==> src/rtl/drive_sequencer.sv <==
// drive_sequencer
//   Arbitrates between an autonomous requester (priority) and a manual
//   requester, and sequences the direction/torque pair fed to motor_control.
//   Torque moves one level per RAMP_TICKS clocks; any direction change first
//   ramps to zero and holds DEAD_TICKS clocks of dead time. An emergency stop
//   drops torque to zero at once and latches a fault. The fault clears only
//   once estop and both requesters are released, and clearing it passes
//   through dead time.
//
// Ports
//   clk, rst_n            system clock, synchronous active-low reset
//   auto_valid/dir/torque autonomous command (level-held)
//   man_valid/dir/torque  manual command (level-held)
//   estop                 emergency stop, highest priority
//   direction, torque     registered command pair to motor_control
//   grant_auto            registered: autonomous source owns the drive
//   busy                  state is RAMP or DEAD
//   fault                 emergency stop latched
module drive_sequencer #(
    parameter int RAMP_TICKS = 50000,
    parameter int DEAD_TICKS = 100000
) (
    input  logic       clk,
    input  logic       rst_n,
    input  logic       auto_valid,
    input  logic [1:0] auto_dir,
    input  logic [1:0] auto_torque,
    input  logic       man_valid,
    input  logic [1:0] man_dir,
    input  logic [1:0] man_torque,
    input  logic       estop,
    output logic [1:0] direction,
    output logic [1:0] torque,
    output logic       grant_auto,
    output logic       busy,
    output logic       fault
);

    localparam int MAX_TICKS = (RAMP_TICKS > DEAD_TICKS) ? RAMP_TICKS : DEAD_TICKS;
    localparam int CW        = $clog2(MAX_TICKS);
    localparam logic [CW-1:0] RAMP_LAST = CW'(RAMP_TICKS - 1);
    localparam logic [CW-1:0] DEAD_LAST = CW'(DEAD_TICKS - 1);

    typedef enum logic [2:0] {
        S_IDLE,
        S_RAMP,
        S_RUN,
        S_DEAD,
        S_FAULT
    } state_t;

    state_t        state, state_nx;
    logic [CW-1:0] count, count_nx;
    logic [1:0]    direction_nx, torque_nx;
    logic [1:0]    target_dir, target_torque, goal;

    // Source selection. With no requester the target is "stay put at zero
    // torque", so an idle drive never changes direction on its own.
    always_comb begin
        target_dir    = direction;
        target_torque = '0;
        if (auto_valid) begin
            target_dir    = auto_dir;
            target_torque = auto_torque;
        end else if (man_valid) begin
            target_dir    = man_dir;
            target_torque = man_torque;
        end
    end

    // A target in the other direction means "ramp to zero first".
    assign goal = (target_dir == direction) ? target_torque : '0;

    always_comb begin
        state_nx     = state;
        count_nx     = count;
        direction_nx = direction;
        torque_nx    = torque;

        if (estop && state != S_FAULT) begin
            state_nx  = S_FAULT;
            torque_nx = '0;
            count_nx  = '0;
        end else begin
            case (state)
                S_IDLE: begin
                    torque_nx    = '0;
                    direction_nx = target_dir;
                    if (target_torque != '0) begin
                        state_nx = S_RAMP;
                        count_nx = '0;
                    end
                end

                // goal is live, so a target change mid-ramp just redirects
                // the next step; the tick counter is not restarted.
                S_RAMP: begin
                    if (torque == goal) begin
                        count_nx = '0;
                        if (torque != '0) begin
                            state_nx = S_RUN;
                        end else if (target_dir != direction) begin
                            state_nx = S_DEAD;
                        end else begin
                            state_nx = S_IDLE;
                        end
                    end else if (count == RAMP_LAST) begin
                        torque_nx = (goal > torque) ? torque + 2'd1 : torque - 2'd1;
                        count_nx  = '0;
                    end else begin
                        count_nx = count + 1'b1;
                    end
                end

                S_RUN: begin
                    if (goal != torque) begin
                        state_nx = S_RAMP;
                        count_nx = '0;
                    end
                end

                S_DEAD: begin
                    torque_nx = '0;
                    if (count == DEAD_LAST) begin
                        state_nx = S_IDLE;
                        count_nx = '0;
                    end else begin
                        count_nx = count + 1'b1;
                    end
                end

                S_FAULT: begin
                    torque_nx = '0;
                    if (!estop && !auto_valid && !man_valid) begin
                        state_nx = S_DEAD;
                        count_nx = '0;
                    end
                end

                default: begin
                    state_nx  = S_IDLE;
                    torque_nx = '0;
                    count_nx  = '0;
                end
            endcase
        end
    end

    always_ff @(posedge clk) begin
        if (!rst_n) begin
            state      <= S_IDLE;
            count      <= '0;
            direction  <= '0;
            torque     <= '0;
            grant_auto <= 1'b0;
        end else begin
            state      <= state_nx;
            count      <= count_nx;
            direction  <= direction_nx;
            torque     <= torque_nx;
            grant_auto <= auto_valid;
        end
    end

    assign busy  = (state == S_RAMP) || (state == S_DEAD);
    assign fault = (state == S_FAULT);

    // Safety invariants on every non-reset edge.
    always_ff @(posedge clk) begin
        if (rst_n) begin
            assert (direction_nx == direction || (state == S_IDLE && torque == '0));
            assert (state_nx == S_FAULT
                    || {1'b0, torque_nx} == {1'b0, torque}
                    || {1'b0, torque_nx} == {1'b0, torque} + 3'd1
                    || {1'b0, torque_nx} + 3'd1 == {1'b0, torque});
            assert (torque == '0 || state == S_RAMP || state == S_RUN);
        end
    end

endmodule

==> config.mk <==
export PLATFORM = sky130hd
export DESIGN_NAME = drive_sequencer
export DESIGN_NICKNAME = d
export VERILOG_FILES = /design/src/rtl/drive_sequencer.sv
export SDC_FILE = /design/constraint.sdc
export NUM_CORES = 1
export LEC_CHECK = 0
export ABC_CLOCK_PERIOD_IN_PS = 5200
export BUFFER_PORTS_ARGS = -buffer_cell sky130_fd_sc_hd__buf_2
export CORE_UTILIZATION = 51
export CTS_CLUSTER_SIZE = 40
export DETAILED_ROUTE_END_ITERATION = 12
export PLACE_DENSITY = 0.8
export SLEW_MARGIN = 20
export SYNTH_ARGS = -nofsm -noshare
export SYNTH_HDL_FRONTEND = slang
export SYNTH_SLANG_ARGS = --single-unit
==> constraint.sdc <==
create_clock -name clk -period 5.2 [get_ports clk]
set_clock_uncertainty 0.2 [all_clocks]
set_input_delay 0 -clock clk [delete_from_list [all_inputs] [get_ports clk]]
set_output_delay 0 -clock clk [all_outputs]
set_load 0.005 [all_outputs]
After elaboration in Yosys (flattened, before gate mapping)
Index checks and enable logic that the tools add are counted.
{ "classes": {"shift": 0, "mux": 25, "bitwise": 3, "n_eq_ne": 23, "div_mod_pow": 0, "magnitude_cmp": 1, "multipliers": 0, "reduce_logical": 16, "add_sub_neg": 3} }
{ "ops": {"columns": ["operator", "count"], "rows": [
  ["two-way mux 17 bit", 6],
  ["one-hot mux 17 bit (5 select lines)", 1],
  ["two-way mux 2 bit", 10],
  ["two-way mux 3 bit", 6],
  ["adder 17 x 1 -> 17 bit (second input constant)", 1],
  ["== test 17 x 16 -> 1 bit (second input constant)", 1],
  ["== test 17 bit (second input constant)", 1],
  ["!= test 3 bit (second input constant)", 5],
  ["one-hot mux 3 bit (5 select lines)", 1],
  ["!= test 2 bit (second input constant)", 6],
  ["AND reduction 5 bit", 2],
  ["== test 3 x 2 -> 1 bit (second input constant)", 2],
  ["AND reduction 3 bit", 2],
  ["== test 2 bit", 2],
  ["!= test 2 bit", 2],
  ["one-hot mux 2 bit (2 select lines)", 1],
  ["nonzero test 2 bit", 2],
  ["== test 3 x 1 -> 1 bit (second input constant)", 1],
  ["== test 3 bit (second input constant)", 1],
  ["logical AND 1 bit", 3],
  ["logical NOT 1 bit", 3],
  ["logical NOT 3 bit", 1],
  ["!= test 3 x 1 -> 1 bit (second input constant)", 1],
  ["inverter 1 bit", 3],
  ["7 further kinds", 7]
]} }
{ "word_totals": {"rom_bits": 0, "wordCells": 77, "input_bits": 13, "ramBits": 0, "mem_count": 0, "register_bits": 25, "latch_bits": 0} }

Logic depth before layout (Yosys ltp)
Gate-level depths: netlist of run 1.
{ "logic_depth": {"word_depth": 9, "depth_mapped": 12} }

Worst setup path before layout of run 1
No wires, ideal clock.
{ "synth_timing": {"path_kind": "flip-flop to flip-flop", "startpoint": "register direction[1]", "endpoint": "register count[13]", "setup_time_ns": 0.071, "required_time_ns": 4.929, "period_less_slack_ns": 2.457, "stages_incl_launch_ff": 11, "arrival_ns": 2.186, "slack_ns": 2.743, "path_cell_list": "dfxtp_1 -> xor2_1 -> o21ai_0 -> nand2_1 -> nor2_1 -> ha_1 -> nand4b_1 -> o22a_2 -> nand2_2 -> or4_1 -> a21oi_1"} }
{ "synth_between": {"elab_chain_cells": 7} }
{ "synth_lines": {"columns": ["item", "line_no", "text"], "rows": [
  ["start: declaration", "32", "output logic [1:0] direction,"],
  ["start signal: assignment", "159", "direction <= direction_nx;"],
  ["two-way mux 2 bit", "65", "end else if (man_valid) begin"],
  ["two-way mux 2 bit", "62", "if (auto_valid) begin"],
  ["== test 2 bit (*)", "72", "assign goal = (target_dir == direction) ? target_torque : '0;"],
  ["two-way mux 2 bit (*)", "72", null],
  ["== test 2 bit or != test 2 bit (tied branches)", "98, 116", null],
  ["two-way mux 17 bit or != test 2 bit (tied branches)", null, null],
  ["one-hot mux 17 bit (5 select lines) or AND reduction 3 bit (tied branches)", null, null],
  ["end signal: assignment", "158", "count <= count_nx;"],
  ["end: declaration", "53", "logic [CW-1:0] count, count_nx;"]
]} }
Every way passes the cells marked *; elsewhere a longest branch is shown, timed or not.
A chain may end at the register's enable or synchronous reset.

Worst setup path in the final report of run 1
{ "layout_timing": {"startpoint": "input port auto_valid", "endpoint": "register direction[1]"} }
{ "layout_between": {"elab_chain_cells": 1} }
{ "layout_lines": {"columns": ["item", "line_no", "text"], "rows": [
  ["start: declaration", "25", "input logic auto_valid,"],
  ["two-way mux 2 bit", "62", null]
]} }
No other way between the ends.

==> results of run 1 <==
-- timing repair --
action / in CTS / in global routing
hold buffers: 13 / 0
endpoints found under the hold margin: 8 / 0
buffers inserted: 0 / 0
-- cells by family after synthesis --
| group | Yosys count |
|---|---|
| AO/OA/AOI/OAI | 44 |
| XOR/XNOR | 14 |
| adder cells (fa/ha/maj) | 3 |
| buffers and inverters | 10 |
| flip-flops | 25 |
| multiplexers | 1 |
| AND/OR/NAND/NOR | 95 |
-- worst max-delay path: stages --
cell	delay [ns]
dlygate4sd3_1	0.53
buf_2	0.18
nand2b_1	0.23
o22ai_1	0.17
dlygate4sd3_1	0.59
nand2_1	0.06
dlygate4sd3_1	0.59
o211a_1	0.13
dlygate4sd3_1	0.56
-- sequential cells by signal, indices dropped and copies added (netlist names) --
signal,cells
direction,2
count,17
grant_auto,1
state,3
torque,2
-- layout by cell type (no fill, tap or decap), types with 7 or more instances in the layout --
| cell | n |
|---|---|
| nand4b_1 | 7 |
| nand3_1 | 11 |
| dlygate4sd3_1 | 13 |
| o21ai_0 | 13 |
| nand2_1 | 15 |
| nor3_1 | 7 |
| a21oi_1 | 8 |
| xor2_1 | 8 |
| dfxtp_1 | 25 |
| nor2_1 | 18 |
| buf_2 | 19 |
-- final cells by class --
class / count / area (sq um) / share of cell area
Multi-Input combinational cell: 157 / 1030 / 0.561
Tap cell: 31 / 38.8 / 0.0211
Sequential cell: 25 / 500 / 0.272
Inverter: 4 / 15.0 / 0.00817
Clock buffer: 3 / 22.5 / 0.0123
Clock inverter: 1 / 5.00 / 0.00272
Timing Repair Buffer: 32 / 225 / 0.123
-- worst max path at each step --
stage	start	end	depth (start not counted)
6_report	auto_valid	direction[1]	9
5_1_grt	direction[1]	count[2]	10
4_1_cts	direction[1]	count[0]	10
3_5_place_dp	direction[1]	count[0]	10
3_3_place_gp	direction[1]	count[0]	10
2_1_floorplan	direction[1]	count[13]	10
-- metal layers --
layer	GRT usage	routed length [microns]
met5	0	0
met4	0.0748	58
met3	0.0313	224
met2	0.427	1860
met1	0.334	1720
-- stage by stage --
stage | hold slack, ns | instances | power (uW) | worst slack, ns | util
after floorplan | -0.0825 | 192 | 291 | 2.74 | -
after global placement | 0.0762 | 236 | 311 | 2.46 | 0.589
after detailed placement | 0.0849 | 236 | 317 | 2.32 | 0.589
after CTS | 0.176 | 253 | 413 | 2.27 | 0.644
after global routing | 0.255 | 253 | 439 | 2.06 | 0.644
final | 0.198 | 253 | 414 | 2.19 | 0.644
-- power groups by stage --
stage / Combinational, uW / Sequential (uW) / Clock (uW)
2_1_floorplan: 80.0 / 211 / 0
3_3_place_gp: 93.5 / 218 / 0
3_5_place_dp: 98.5 / 218 / 0
4_1_cts: 110 / 214 / 89.5
5_1_grt: 122 / 217 / 100
6_report: 112 / 215 / 87.6
==> impl_metrics.tcl, run 1 <==
set metrics [dict create \
    insertion_delay_ns 0.32 \
    ys_seq_elements 25 \
    ant_nets 0 \
    rows 19 \
    synthCells 192 \
    fp.dieW_microns 57.8 \
    drive_above_1_share 0.158 \
    rrSetupSlack_ns 2.23 \
    layout.nets 239 \
    cts_made_buffers 3 \
    die_area_sq_um 3340 \
    ys_types 47 \
    drc 0 \
    synth_xor_xnor_area_share 0.0773 \
    dr.first_iter.drc_count 99 \
    cts_buffer_depth 2 \
    ir_worst_vdd_mv 0.124 \
    min_path_cells 6 \
    power_frac_clock 0.212 \
    ios 20 \
    routabilityCongestion 0.870 \
    grt_pass1_vias 1503 \
    synth_compound_area_frac 0.189 \
    syn2layout_area_growth_pct 15.9 \
    hp-start "man_torque[1]" \
    r2r_cells 10 \
    synth_fa_ha_area_frac 0.0237 \
    synth_seq_area_share 0.315 \
    drv_cap 0 \
    crit_required_ns 5.22 \
    wirelength_mm 3.87 \
    start_util 0.556 \
    vias_per_cell 6.43 \
    syn_nets 208 \
    core_sq_um 2850 \
    yosys.area_share.simple 0.353 \
    worst_pin_slew_ns 0.713 \
    swShare 0.335 \
    synthArstFlopShare 0 \
    cts_max_level 1 \
    synth_top_area_frac 0.315 \
    antenna_found_initial 0 \
    startpoint_type "primary input" \
    p_sw_uw 139 \
    rsz0062_at_grt "no" \
    fin_area_sq_um 1840 \
    numPortBuffers 19 \
    cts_tree "done" \
    synth-main-ff-cell "dfxtp_1" \
    p_per_area_nw_per_um2 225 \
    final_max_slew_viol_count 0 \
    antenna_cells 0 \
    timing.rr.end "count[0]" \
    synth_most_common_cell "dfxtp_1" \
    num-fill-cells 232 \
    ctsRootBufferMaster "clkbuf_4" \
    clkTransAtPathRegs_ns 0.14 \
    netlist_top_cells_count "dfxtp_1 (25), nor2_1 (18), nand2_1 (15)" \
    syn_area_per_cell_sq_um 8.26 \
    yosysTopAreaCell "dfxtp_1" \
    critPathCaptureType "register" \
    holdPathEnd "state[1]" \
    hpwlAfterDp_mm 2.69 \
    slew_headroom 0.524 \
    hp-class "primary input to register" \
    status "completed" \
    fp.dieH_microns 57.8 \
    finalCritPeriodShare 0.579 \
    synth_edf_count 0 \
    first_pass_iters 5 \
    synth_top_family_by_area "simple AND/OR/NAND/NOR gates" \
    seq_power_share 0.518 \
    cts.sinks 25 \
    cp.arrival_ns 3.03 \
    rr_startpoint "direction[1]" \
    grt_overflow 0 \
    setup_violations 0 \
    grt_max_degree 18 \
    cts_resized 0 \
    worst-setup-path-type "primary input to register" \
    grt_pass1_wl_mm 6.64 \
    place_area_sq_um 1680 \
    intPower_uw 275 \
    leakagePower_uw 0.000676 \
    syn_area_sq_um 1590 \
    pwr-share-comb 0.270 \
    cp_max_fo 11 \
    synth_mux_area_frac 0.00710 \
    gr-usage-all-layers 0.251 \
    route.detailed.wl_per_inst_microns 15.3 \
    fmax_mhz 332 \
    ys_top_cells_by_area "dfxtp_1 (32%), xor2_1 (4.4%), nor2_1 (4.3%)" \
    finalSetupTns_ns 0 \
    final-hold-violation-count 0 \
    yosys_warnings 0 \
    vias 1626 \
    finalCriticalPeriod_ns 3.01 \
]
Note: power is estimated with default switching activity, not from simulation.
==> inputs of run 2 (changes only) <==
--- a/config.mk
+++ b/config.mk
@@ -5,7 +5,7 @@
 export SDC_FILE = /design/constraint.sdc
 export NUM_CORES = 1
 export LEC_CHECK = 0
-export ABC_CLOCK_PERIOD_IN_PS = 5200
+export ABC_CLOCK_PERIOD_IN_PS = 3010
 export BUFFER_PORTS_ARGS = -buffer_cell sky130_fd_sc_hd__buf_2
 export CORE_UTILIZATION = 51
 export CTS_CLUSTER_SIZE = 40
==> constraint.sdc (replaced) <==
create_clock -name clk -period 3.01 [get_ports clk]
set_clock_uncertainty 0.2 [all_clocks]
set_input_delay 0 -clock clk [delete_from_list [all_inputs] [get_ports clk]]
set_output_delay 0 -clock clk [all_outputs]
set_load 0.005 [all_outputs]
==> impl_metrics.tcl, run 2 (same netlist as run 1, synthesis figures left out) <==
set metrics [dict create \
    clkTransAtPathRegs_ns 0.13 \
    route.detailed.wl_per_inst_microns 14.5 \
    cts_tree "done" \
    grt_max_degree 18 \
    setup_violations 0 \
    critPathCaptureType "register" \
    cts_buffer_depth 2 \
    multi_input_area_sq_um 1040 \
    slew_headroom 0.545 \
    ios 20 \
    cp_max_fo 11 \
    routabilityCongestion 0.839 \
    antenna_found_initial 0 \
    grt_pass1_wl_mm 6.10 \
    crit_top_cell "dlygate4sd3_1" \
    finalCritPeriodShare 0.964 \
    cts.sinks 25 \
    fp.dieH_microns 57.8 \
    insertion_delay_ns 0.32 \
    worst-setup-path-type "primary input to register" \
    final_max_slew_viol_count 0 \
    grt_overflow 0 \
    syn2layout_area_growth_pct 16.7 \
    rows 19 \
    antenna_cells 0 \
    p_per_area_nw_per_um2 385 \
    cts_max_level 1 \
    startpoint_type "primary input" \
    drive_above_1_share 0.161 \
    layout_common_cells "dfxtp_1 (25), buf_2 (19), nor2_1 (18)" \
    layout.nets 240 \
    ctsRootBufferMaster "clkbuf_4" \
    finalCriticalPeriod_ns 2.90 \
    fin_util 0.649 \
    grt_pass1_vias 1430 \
    hp-class "primary input to register" \
    status "completed" \
    fp.dieW_microns 57.8 \
    worst_pin_slew_ns 0.682 \
    crit_required_ns 3.02 \
    largest-register "count" \
    ant_nets 0 \
    ir_worst_vdd_mv 0.237 \
    core_sq_um 2850 \
    postCtsSetupBuffers 0 \
    drv_cap 0 \
    crit_slowest_cell "dlygate4sd3_1" \
    fmax_mhz 345 \
    numPortBuffers 19 \
    leakagePower_uw 0.000683 \
    wirelength_mm 3.67 \
    dr.first_iter.drc_count 68 \
    startpoint "auto_valid" \
    largest_reg_flops 17 \
    final_common_cell "dfxtp_1" \
    vias 1564 \
    gr-usage-all-layers 0.231 \
    rr_startpoint "direction[1]" \
    rsz0062_at_grt "no" \
    reg_top3 "count x17, state x3" \
    regArea_sq_um 500 \
    vias_per_cell 6.16 \
    die_area_sq_um 3340 \
    hp-start "auto_torque[1]" \
    num-fill-cells 240 \
    first_pass_iters 4 \
    start_util 0.556 \
    final-hold-violation-count 0 \
    hpwlAfterDp_mm 2.61 \
    cts_made_buffers 3 \
    finalSetupTns_ns 0 \
    drc 0 \
    cp.arrival_ns 2.91 \
    max_stage_delay_ns 0.59 \
    crit_chain "dlygate4sd3_1, buf_2, nand2b_4, o22ai_1, dlygate4sd3_1, nand2_1, dlygate4sd3_1, o211a_1, dlygate4sd3_1" \
]
-- run 2: cell count changes in the layout (fill, tap and decap cells not counted), sizes merged --
cell / previous run / this run
clkbuf: 3 / 4
clkinv: 1 / 0
buf: 19 / 20
-- run 2: per-layer routing --
metal  routed length (microns)  track usage  vias to the layer above
met5                         0            0                        -
met4                        40       0.0918                        0
met1                      1650        0.295                      733
met3                       169       0.0469                        6
li1                          -            -                      783
met2                      1810        0.385                       42
-- run 2: layout make-up --
cell class                      instances  area share
Inverter                                4     0.00811
Multi-Input combinational cell        157       0.561
Tap cell                               31      0.0209
Timing Repair Buffer                   33       0.126
Clock buffer                            4      0.0142
Sequential cell                        25       0.270
-- run 2: timing repair --
item                                    in CTS  in global routing
hold buffers                                13                  0
endpoints found under the hold margin        8                  0
endpoints found under the setup margin       0                  2
resized for setup                            0                  2
-- run 2: metrics by stage --
step	cell area (sq um)	power, uW	instances	hold slack [ns]	setup WS [ns]
floorplan	1590	503	192	-0.0825	0.553
global placement	1690	543	237	0.0741	0.411
detailed placement	1690	549	237	0.0806	0.345
CTS	1840	713	254	0.176	0.117
global route	1850	758	254	0.238	0.0433
finish	1850	712	254	0.196	0.108
-- run 2: power by group --
part	switching, uW	total, uW	internal (uW)	leakage, uW
Clock	93.1	145	51.8	0.0000150
Combinational	110	196	85.2	0.000466
Sequential	27.8	371	344	0.000203
-- run 2: critical path: cells and delay by family --
kind            cells  cell delay (ns)
simple gates        2             0.22
buf+inv             5             2.42
compound gates      2             0.27
-- run 2: worst paths after layout --
| path | end | slack (ns) | cells past startpoint |
|---|---|---|---|
| max | direction[1] | 0.11 | 9 |
| min | state[1] | 0.20 | 6 |
| max reg2reg | count[12] | 0.26 | 10 |
| min reg2reg | count[1] | 0.30 | 2 |
